===== src/rtl/vga_pkg.sv =====
// vga_pkg
//   Shared definitions for the 640x480 VGA pixel path: active resolution,
//   colour channel width, the packed 4:4:4 colour type and motion direction.
package vga_pkg;

  localparam int H_RES = 640;
  localparam int V_RES = 480;
  localparam int RGB_W = 4;

  typedef struct packed {
    logic [RGB_W-1:0] r;
    logic [RGB_W-1:0] g;
    logic [RGB_W-1:0] b;
  } rgb12_t;

  localparam rgb12_t C_BLACK = '0;

  typedef enum logic {
    DIR_POS = 1'b0,
    DIR_NEG = 1'b1
  } dir_t;

endpackage


===== src/rtl/square_mover.sv =====
// square_mover
//   Holds the bouncing square's top-left position and direction per axis and
//   moves it once per frame on the rising edge of the animate level.
// Ports
//   i_clk, i_rst    clock, asynchronous active-high reset
//   i_animate       end-of-frame level; only its rising edge moves the square
//   i_pause         1 suppresses motion, bounce counting and o_corner
//   o_pos_x/o_pos_y current top-left corner, 11-bit unsigned
//   o_bounce_cnt    frames with at least one wall bounce, wraps at 2^16
//   o_corner        one-cycle pulse when both axes bounce on the same tick
module square_mover
  import vga_pkg::*;
#(
  parameter int SQ_SIZE = 32,
  parameter int STEP    = 2,
  parameter int X_INIT  = 100,
  parameter int Y_INIT  = 60
) (
  input  logic        i_clk,
  input  logic        i_rst,
  input  logic        i_animate,
  input  logic        i_pause,
  output logic [10:0] o_pos_x,
  output logic [10:0] o_pos_y,
  output logic [15:0] o_bounce_cnt,
  output logic        o_corner
);

  localparam logic [10:0] LIM_X  = 11'(H_RES - SQ_SIZE);
  localparam logic [10:0] LIM_Y  = 11'(V_RES - SQ_SIZE);
  localparam logic [10:0] STEP_W = 11'(STEP);

  typedef struct packed {
    logic [10:0] pos;
    dir_t        dir;
    logic        bounce;
  } axis_t;

  // One axis step; 11-bit arithmetic means pos+STEP cannot wrap.
  function automatic axis_t axis_step(input logic [10:0] pos, input dir_t dir,
                                      input logic [10:0] lim);
    axis_t r;
    r.pos    = pos;
    r.dir    = dir;
    r.bounce = 1'b0;
    if (dir == DIR_POS) begin
      if (pos + STEP_W >= lim) begin
        r.pos    = lim;
        r.dir    = DIR_NEG;
        r.bounce = 1'b1;
      end else begin
        r.pos = pos + STEP_W;
      end
    end else begin
      if (pos <= STEP_W) begin
        r.pos    = '0;
        r.dir    = DIR_POS;
        r.bounce = 1'b1;
      end else begin
        r.pos = pos - STEP_W;
      end
    end
    return r;
  endfunction

  logic  anim_q;
  logic  tick;
  logic  move;
  dir_t  dir_x;
  dir_t  dir_y;
  axis_t nx;
  axis_t ny;

  assign tick = i_animate & ~anim_q;
  assign move = tick & ~i_pause;
  assign nx   = axis_step(o_pos_x, dir_x, LIM_X);
  assign ny   = axis_step(o_pos_y, dir_y, LIM_Y);

  always_ff @(posedge i_clk or posedge i_rst) begin
    if (i_rst) begin
      anim_q       <= 1'b0;
      o_pos_x      <= 11'(X_INIT);
      o_pos_y      <= 11'(Y_INIT);
      dir_x        <= DIR_POS;
      dir_y        <= DIR_POS;
      o_bounce_cnt <= '0;
      o_corner     <= 1'b0;
    end else begin
      anim_q   <= i_animate;
      o_corner <= move & nx.bounce & ny.bounce;
      if (move) begin
        o_pos_x <= nx.pos;
        dir_x   <= nx.dir;
        o_pos_y <= ny.pos;
        dir_y   <= ny.dir;
        if (nx.bounce | ny.bounce) begin
          o_bounce_cnt <= o_bounce_cnt + 16'd1;
        end
      end
    end
  end

endmodule


===== src/rtl/square_animator.sv =====
// square_animator
//   Pixel stage after the 640x480 timing generator: moves a bouncing square
//   once per frame and renders it with registered 4:4:4 RGB and matched syncs.
// Ports
//   i_clk, i_rst          clock, asynchronous active-high reset
//   i_pix_stb             pixel strobe; the render register advances on it
//   i_x, i_y, i_active    current pixel position and visible-area flag
//   i_hs, i_vs            active-low syncs, delayed one strobe to o_hs/o_vs
//   i_animate, i_pause    frame tick level and motion freeze
//   o_red/o_green/o_blue  registered colour, black outside the active area
//   o_bounce_cnt          frames with a wall bounce
//   o_corner              pulse on a simultaneous x/y bounce
module square_animator
  import vga_pkg::*;
#(
  parameter int          SQ_SIZE = 32,
  parameter int          STEP    = 2,
  parameter int          X_INIT  = 100,
  parameter int          Y_INIT  = 60,
  parameter logic [11:0] C_BOX   = 12'hF80,
  parameter logic [11:0] C_BG    = 12'h003
) (
  input  logic             i_clk,
  input  logic             i_rst,
  input  logic             i_pix_stb,
  input  logic [9:0]       i_x,
  input  logic [8:0]       i_y,
  input  logic             i_active,
  input  logic             i_hs,
  input  logic             i_vs,
  input  logic             i_animate,
  input  logic             i_pause,
  output logic [RGB_W-1:0] o_red,
  output logic [RGB_W-1:0] o_green,
  output logic [RGB_W-1:0] o_blue,
  output logic             o_hs,
  output logic             o_vs,
  output logic [15:0]      o_bounce_cnt,
  output logic             o_corner
);

  localparam logic [10:0] SQ_W = 11'(SQ_SIZE);

  logic [10:0] pos_x;
  logic [10:0] pos_y;

  square_mover #(
    .SQ_SIZE(SQ_SIZE),
    .STEP   (STEP),
    .X_INIT (X_INIT),
    .Y_INIT (Y_INIT)
  ) u_mover (
    .i_clk       (i_clk),
    .i_rst       (i_rst),
    .i_animate   (i_animate),
    .i_pause     (i_pause),
    .o_pos_x     (pos_x),
    .o_pos_y     (pos_y),
    .o_bounce_cnt(o_bounce_cnt),
    .o_corner    (o_corner)
  );

  function automatic logic in_span(input logic [10:0] v, input logic [10:0] lo);
    return (v >= lo) && (v < lo + SQ_W);
  endfunction

  // Stage p0: colour decision from the incoming pixel and current position.
  logic   [10:0] x_p0;
  logic   [10:0] y_p0;
  logic          in_box_p0;
  rgb12_t        rgb_p0;

  assign x_p0      = {1'b0, i_x};
  assign y_p0      = {2'b0, i_y};
  assign in_box_p0 = i_active && in_span(x_p0, pos_x) && in_span(y_p0, pos_y);
  assign rgb_p0    = in_box_p0 ? rgb12_t'(C_BOX)
                   : (i_active ? rgb12_t'(C_BG) : C_BLACK);

  // Stage p1: registered colour and syncs, advanced together on the strobe.
  rgb12_t rgb_p1;
  logic   hs_p1;
  logic   vs_p1;

  always_ff @(posedge i_clk or posedge i_rst) begin
    if (i_rst) begin
      rgb_p1 <= C_BLACK;
      hs_p1  <= 1'b1;
      vs_p1  <= 1'b1;
    end else if (i_pix_stb) begin
      rgb_p1 <= rgb_p0;
      hs_p1  <= i_hs;
      vs_p1  <= i_vs;
    end
  end

  assign o_red   = rgb_p1.r;
  assign o_green = rgb_p1.g;
  assign o_blue  = rgb_p1.b;
  assign o_hs    = hs_p1;
  assign o_vs    = vs_p1;

endmodule


===== config.mk =====
export PLATFORM = sky130hd
export DESIGN_NAME = square_animator
export DESIGN_NICKNAME = d
export VERILOG_FILES = /design/src/rtl/vga_pkg.sv /design/src/rtl/square_mover.sv /design/src/rtl/square_animator.sv
export SDC_FILE = /design/constraint.sdc
export NUM_CORES = 1
export LEC_CHECK = 0
export BUFFER_PORTS_ARGS = -buffer_cell sky130_fd_sc_hd__buf_2
export CAP_MARGIN = 20
export CORE_MARGIN = 2
export CORE_UTILIZATION = 40
export CTS_CLUSTER_SIZE = 10
export DETAILED_ROUTE_END_ITERATION = 7
export PLACE_DENSITY = 0.65
export SLEW_MARGIN = 10
export SYNTH_ARGS = -nofsm -noshare
export SYNTH_HDL_FRONTEND = slang
export SYNTH_HIERARCHICAL = 1
export SYNTH_SLANG_ARGS = --single-unit
export TNS_END_PERCENT = 5

===== constraint.sdc =====
create_clock -name i_clk -period 7.1 [get_ports i_clk]
set_input_delay 1.065 -clock i_clk [delete_from_list [all_inputs] [get_ports i_clk]]
set_output_delay 1.065 -clock i_clk [all_outputs]
set_load 0.01 [all_outputs]

---- Yosys cells after proc, flatten, opt, wreduce, memory -nomap -nowiden ----
Index checks and enable logic that the tools add are counted.
W data, S select, Z words.
cells by class
  $add $sub $neg .......................... 7
  multipliers ............................. 0
  divide/modulo/power cells ............... 0
  $lt $le $gt $ge ......................... 8
  equal/unequal tests ..................... 0
  shifts and indexed selects .............. 0
  mux-type cells .......................... 12
  bitwise operators ....................... 7
  reductions and logical operators ........ 5
operator list
  cell                     count
  $mux W11                 4
  $mux W13                 2
  $add A11 B2 Y11 const B  2
  $add A11 B6 Y11 const B  2
  $le A11 B2 Y1 const B    2
  $sub A11 B2 Y11 const B  2
  $add A16 B1 Y16 const B  1
  $mux W12                 1
  $ge A10 B11 Y1           1
  $ge A11 B10 Y1 const B   1
  $ge A11 B9 Y1 const B    1
  $ge A9 B11 Y1            1
  $lt A10 B11 Y1           1
  $lt A9 B11 Y1            1
  $mux W2                  5
  $and A1 B1 Y1            4
  $logic_and A1 B1 Y1      4
  $not A1 Y1               2
  $reduce_and A2 Y1        1
  $or A1 B1 Y1             1
word-level totals
  flip-flop bits (word level) ............. 56
  bits in latches ......................... 0
  RAM bits ................................ 0
  memory bits (read-only) ................. 0
  input port bits ......................... 27
  output and inout port bits .............. 31
  memories kept ........................... 0

---- Depth between registers and ports, before layout ----
  depth after elaboration ................. 6
  depth in mapped cells ................... 9

---- By module ----
The synthesis kept the hierarchy.
modules (own cells, without submodules)
  module           times used  cells each  area an instance (um^2)  sequential area each (um^2)
  square_mover     1           316         2793.9                   1009.7
  square_animator  1           133         1086.0                   102.6

---- Least setup slack after synthesis ----
No wires, ideal clock.
  kind .................................... input-to-reg
  start ................................... input i_pause
  end ..................................... register u_mover.o_bounce_cnt[11]
  arrival ................................. 2414 ps
  required time ........................... 7021 ps
  setup slack ............................. 4606 ps
  cell stages on the path ................. 6
  buffers on the path ..................... 1
  cells stage by stage .................... nor2_1 and2_1 clkbuf_1 nand4_1 nor4b_1 xor2_1
between the ends
  cells in the longest elaborated chain, start to end .. 3
ends and longest elaborated chain
  item                                line                   RTL
  start, declared                     square_animator.sv:32  input logic i_pause,
  $not A1 Y1                          square_mover.sv:75     assign move = tick & ~i_pause;
  $and A1 B1 Y1                       square_mover.sv:75
  $reduce_and A2 Y1 (no source line)  -
  end signal, assigned                square_mover.sv:97     o_bounce_cnt <= o_bounce_cnt + 16'd1;
  end, declared                       square_mover.sv:25     output logic [15:0] o_bounce_cnt,
No other way between the ends.
A chain may end at the register's enable or synchronous reset.

---- Worst setup path after layout ----
  start ................................... register u_mover.o_pos_x[4]
  end ..................................... register u_mover.o_bounce_cnt[1]
between the ends
  cells in the longest elaborated chain, start to end .. 6
  elaborated cells between the ends (all ways) .. 8
  those cells by class .................... add/sub: 1; order compare: 2; mux: 3; bitwise: 1; reduce/logical: 1
ends and longest elaborated chain
  item                                  line                RTL
  start, declared                       square_mover.sv:23  output logic [10:0] o_pos_x,
  start signal, assigned                square_mover.sv:82  o_pos_x <= 11'(X_INIT);
  start signal, assigned                square_mover.sv:92  o_pos_x <= nx.pos;
  $add A11 B2 Y11                       square_mover.sv:47  if (pos + STEP_W >= lim) begin
  $ge A11 B10 Y1                        square_mover.sv:47
  $mux W2                               square_mover.sv:47
  $mux W13 *                            square_mover.sv:46  if (dir == DIR_POS) begin
  $or A1 B1 Y1 *                        square_mover.sv:96  if (nx.bounce | ny.bounce) begin
  $reduce_and A2 Y1 (no source line) *  -
Every way passes the cells marked *; elsewhere a longest branch is shown, timed or not.

==> impl_results.md <==
* Metal1 wirelength at 4.29 mm
* Crit Path Max Fanout at 15
* Synth Area per Inst at around 8.6 sq um
* DR vias at 3443
* Top FF cell, synth: dfrtp_1
* Async SR Flop Fraction at 1.00
* Setup bufs post-CTS at 0
* EDFF count, synth at 0
* Longest Clk Path Bufs at 2
* Final instance area at 0.00422 sq mm
* HP Class: flip-flop to flip-flop
* Die height at just over 100 um
* Synth area leaders: dfrtp_1, ha_1, dfstp_2, xor2_1, nand2_1
* Placement Cell Area at about 0.0041 sq mm
* Synthesis-stage register bit count at 44
* Critical Path Start: u_mover/o_pos_x[4]$_DFFE_PP0P_
* Largest net degree at the start of global routing at 41
* Levels on crit path at 5
* RR Endpoint: u_mover/o_bounce_cnt[1]$_DFFE_PP0P_
* Area grow syn2layout at 8.67%
* Area of the die at ~0.011 sq mm
* RSZ-0062 raised after global routing: false
* Syn. warnings at 6
* Critical path buffers and inverters at 0
* CTS tree: yes
* Vias per std cell at between 5 and 6
* Filler cells at 954
* Most area-hungry cell type in the Yosys netlist: dfrtp_1
* CTS root buf: clkbuf_8
* Chip width at 102 um
* Mapped Area at roughly 0.0039 sq mm
* Antenna violations before repair at 0
* WL final at a little under 9 mm
* CTS Sinks at between 40 and 50
* Highest Signal Layer: met4
* Sequential area share after synthesis at 0.287
* CTS H-tree lvls at 2
* Clk_skew at around 0.012 ns
* VDD IR max at ~0.095 mV
* Power density cells at between 200 and 300 mW/mm^2
* Number of global-route vias before repair at roughly 3200
* P_leak at ~2 nW
* Max incr delay on CP at 0.76 ns
* DR iter-0 viols at 199
* Worst setup endpoint: u_mover/o_bounce_cnt[1]$_DFFE_PP0P_
* Status: complete, no violations
* Final Cycle Share at 0.431
* Initial Util at 0.416
* Setup Viol. Count Final at 0
* CTS buffer count at 5
* Post-layout min period at a little over 3 ns
* Drt drc at 0
* Row count at 35
* Reg2reg start: u_mover/o_pos_x[4]$_DFFE_PP0P_
* CP required at 7.28 ns
* # diodes at 0
* Synth top area share at 0.226
* Crit path DAT at between 3 and 4 ns
* Max capacitance violation total at 0
* Pins Over Slew Limit at 0
* CP max-delay cell: or4_1
* Crit path kind: flip-flop to flip-flop
* Worst Tran Pin Value at a little under 1 ns
* IO Port Bufs at between 50 and 60
* Pre-antenna DRT Iters at 4
* Worst-path clk slew at around 0.09 ns
* Metal2 WL at 3.98 mm
* Grt total ovfl at 0
* First-pass GRT wire length at between 10 and 15 mm
* CP startpoint kind: flip-flop
* IO Pins at 58
* CP endpoint kind: flip-flop
* HPWL Detailed at roughly 6.4 mm
* Gpl congestion at roughly 0.85
* Post-synthesis cell count at 449
* Antenna viol nets, final at 0
* Met3 wire len at between 400 and 500 um
* Core ar. at between 0.009 and 0.01 sq mm
* Setup TNS at 0 ns
* Final #Nets at around 550
* Slew headroom at 0.337
* Fmax achieved at around 0.33 GHz
* Layout cells sized above 1 at 0.189
* Crit path cell chain: or4_1 > o41ai_4 > a22oi_4 > nand2b_1 > mux2_1
* R2R Setup Slk at between 4 and 5 ns
* Synth cell types at 75
* Hold Buf Count CTS at 0
* Largest delay contributor family on the critical path: simple AND/OR/NAND/NOR gates
* Clock Latency Late Sink at approximately 0.3 ns
* Worst r2r path cells at 5
* Post-cts resize count at 0
* GRT Total Usage at 0.171
* Final hold viol count at 0
* DR WL/cell at between 10 and 15 um
==> final cells by class <==
type | count | area [sq um] | area share
flip-flops and latches | 44 | 1110 | 0.264
clock buffers | 6 | 72.6 | 0.0172
inverters | 34 | 128 | 0.0303
repair buffers | 53 | 268 | 0.0635
multi-input cells | 343 | 2460 | 0.584
well taps | 129 | 161 | 0.0383
clock inverters | 2 | 12.5 | 0.00297
==> kinds of logic after synthesis <==
logic type	Yosys count	share of synthesized area
AO/OA/AOI/OAI	112	0.208
XOR/XNOR	29	0.0655
adder cells (fa/ha/maj)	37	0.119
buffers and inverters	67	0.0835
flip-flops	44	0.287
multiplexers	5	0.0152
other	2	0.00194
AND/OR/NAND/NOR	153	0.220
==> registers in the layout (all words and copies together) (netlist names) <==
register / count
o_hs: 1
o_vs: 1
u_mover/o_pos_y: 10
u_mover/dir_x: 1
u_mover/o_pos_x: 10
o_blue: 1
u_mover/anim_q: 1
u_mover/dir_y: 1
u_mover/o_corner: 1
u_mover/o_bounce_cnt: 16
o_red: 1
==> routing by layer <==
layer	GRT usage	vias to the layer above
met5	0	-
met4	0.0400	0
met3	0.0292	10
met2	0.266	107
met1	0.247	1649
li1	-	1677
==> stage by stage <==
stage           util  total power [mW]  hold WS (ns)  instances  setup slack, ns
2_1_floorplan      -             0.935         0.490        454             4.61
3_3_place_gp   0.443              1.06         0.475        603             3.89
3_5_place_dp   0.443              1.08         0.464        603             3.78
4_1_cts        0.452              1.25         0.484        611             4.05
5_1_grt        0.452              1.36         0.509        611             3.91
6_report       0.452              1.24         0.484        611             4.04
==> power breakdown <==
| part | total (mW) | internal [mW] | switching (mW) |
|---|---|---|---|
| Clock | 0.157 | 0.0689 | 0.0881 |
| Combinational | 0.616 | 0.256 | 0.361 |
| Sequential | 0.466 | 0.319 | 0.147 |
==> worst min path at each step <==
stage / startpoint / to / slack (ns) / cells after the start
CTS: u_mover/o_bounce_cnt[15]$_DFFE_PP0P_ / u_mover/o_bounce_cnt[15]$_DFFE_PP0P_ / 0.48 / 1
global placement: u_mover/o_bounce_cnt[15]$_DFFE_PP0P_ / u_mover/o_bounce_cnt[15]$_DFFE_PP0P_ / 0.47 / 1
floorplan: u_mover/o_pos_y[3]$_DFFE_PP1P_ / u_mover/o_pos_y[3]$_DFFE_PP1P_ / 0.49 / 2
finish: u_mover/o_bounce_cnt[15]$_DFFE_PP0P_ / u_mover/o_bounce_cnt[15]$_DFFE_PP0P_ / 0.48 / 1
global route: u_mover/o_bounce_cnt[15]$_DFFE_PP0P_ / u_mover/o_bounce_cnt[15]$_DFFE_PP0P_ / 0.51 / 1
detailed placement: u_mover/o_bounce_cnt[15]$_DFFE_PP0P_ / u_mover/o_bounce_cnt[15]$_DFFE_PP0P_ / 0.46 / 1
==> cells in the mapped netlist, types with 4 or more instances <==
cell,n
ha_1,37
nand2_1,37
dfrtp_1,35
inv_1,34
nor2_1,28
a21oi_1,26
o21ai_0,18
xor2_1,16
nand3_1,13
nor3_1,13
xnor2_1,13
buf_4,12
clkbuf_1,12
dfstp_2,9
nand4_1,9
a211oi_1,8
and3_1,8
a31oi_1,7
nor4_1,7
o21ai_1,6
nor3_2,5
o221ai_1,5
buf_2,4
nand3b_1,4
nand4b_1,4
==> placed cells by master (no fill, tap or decap), drive strengths merged, types with 6 or more instances in the layout <==
master	count
buf	53
a31oi	7
dfstp	9
xnor2	13
nor4	8
nand3	14
a21oi	26
conb	7
nor3	18
o221ai	6
inv	34
clkbuf	6
dfrtp	35
nand4	9
nor2	28
a211oi	8
xor2	16
and3	8
o21ai	24
nand2	37
ha	37
(Power assumes the default switching activity.)
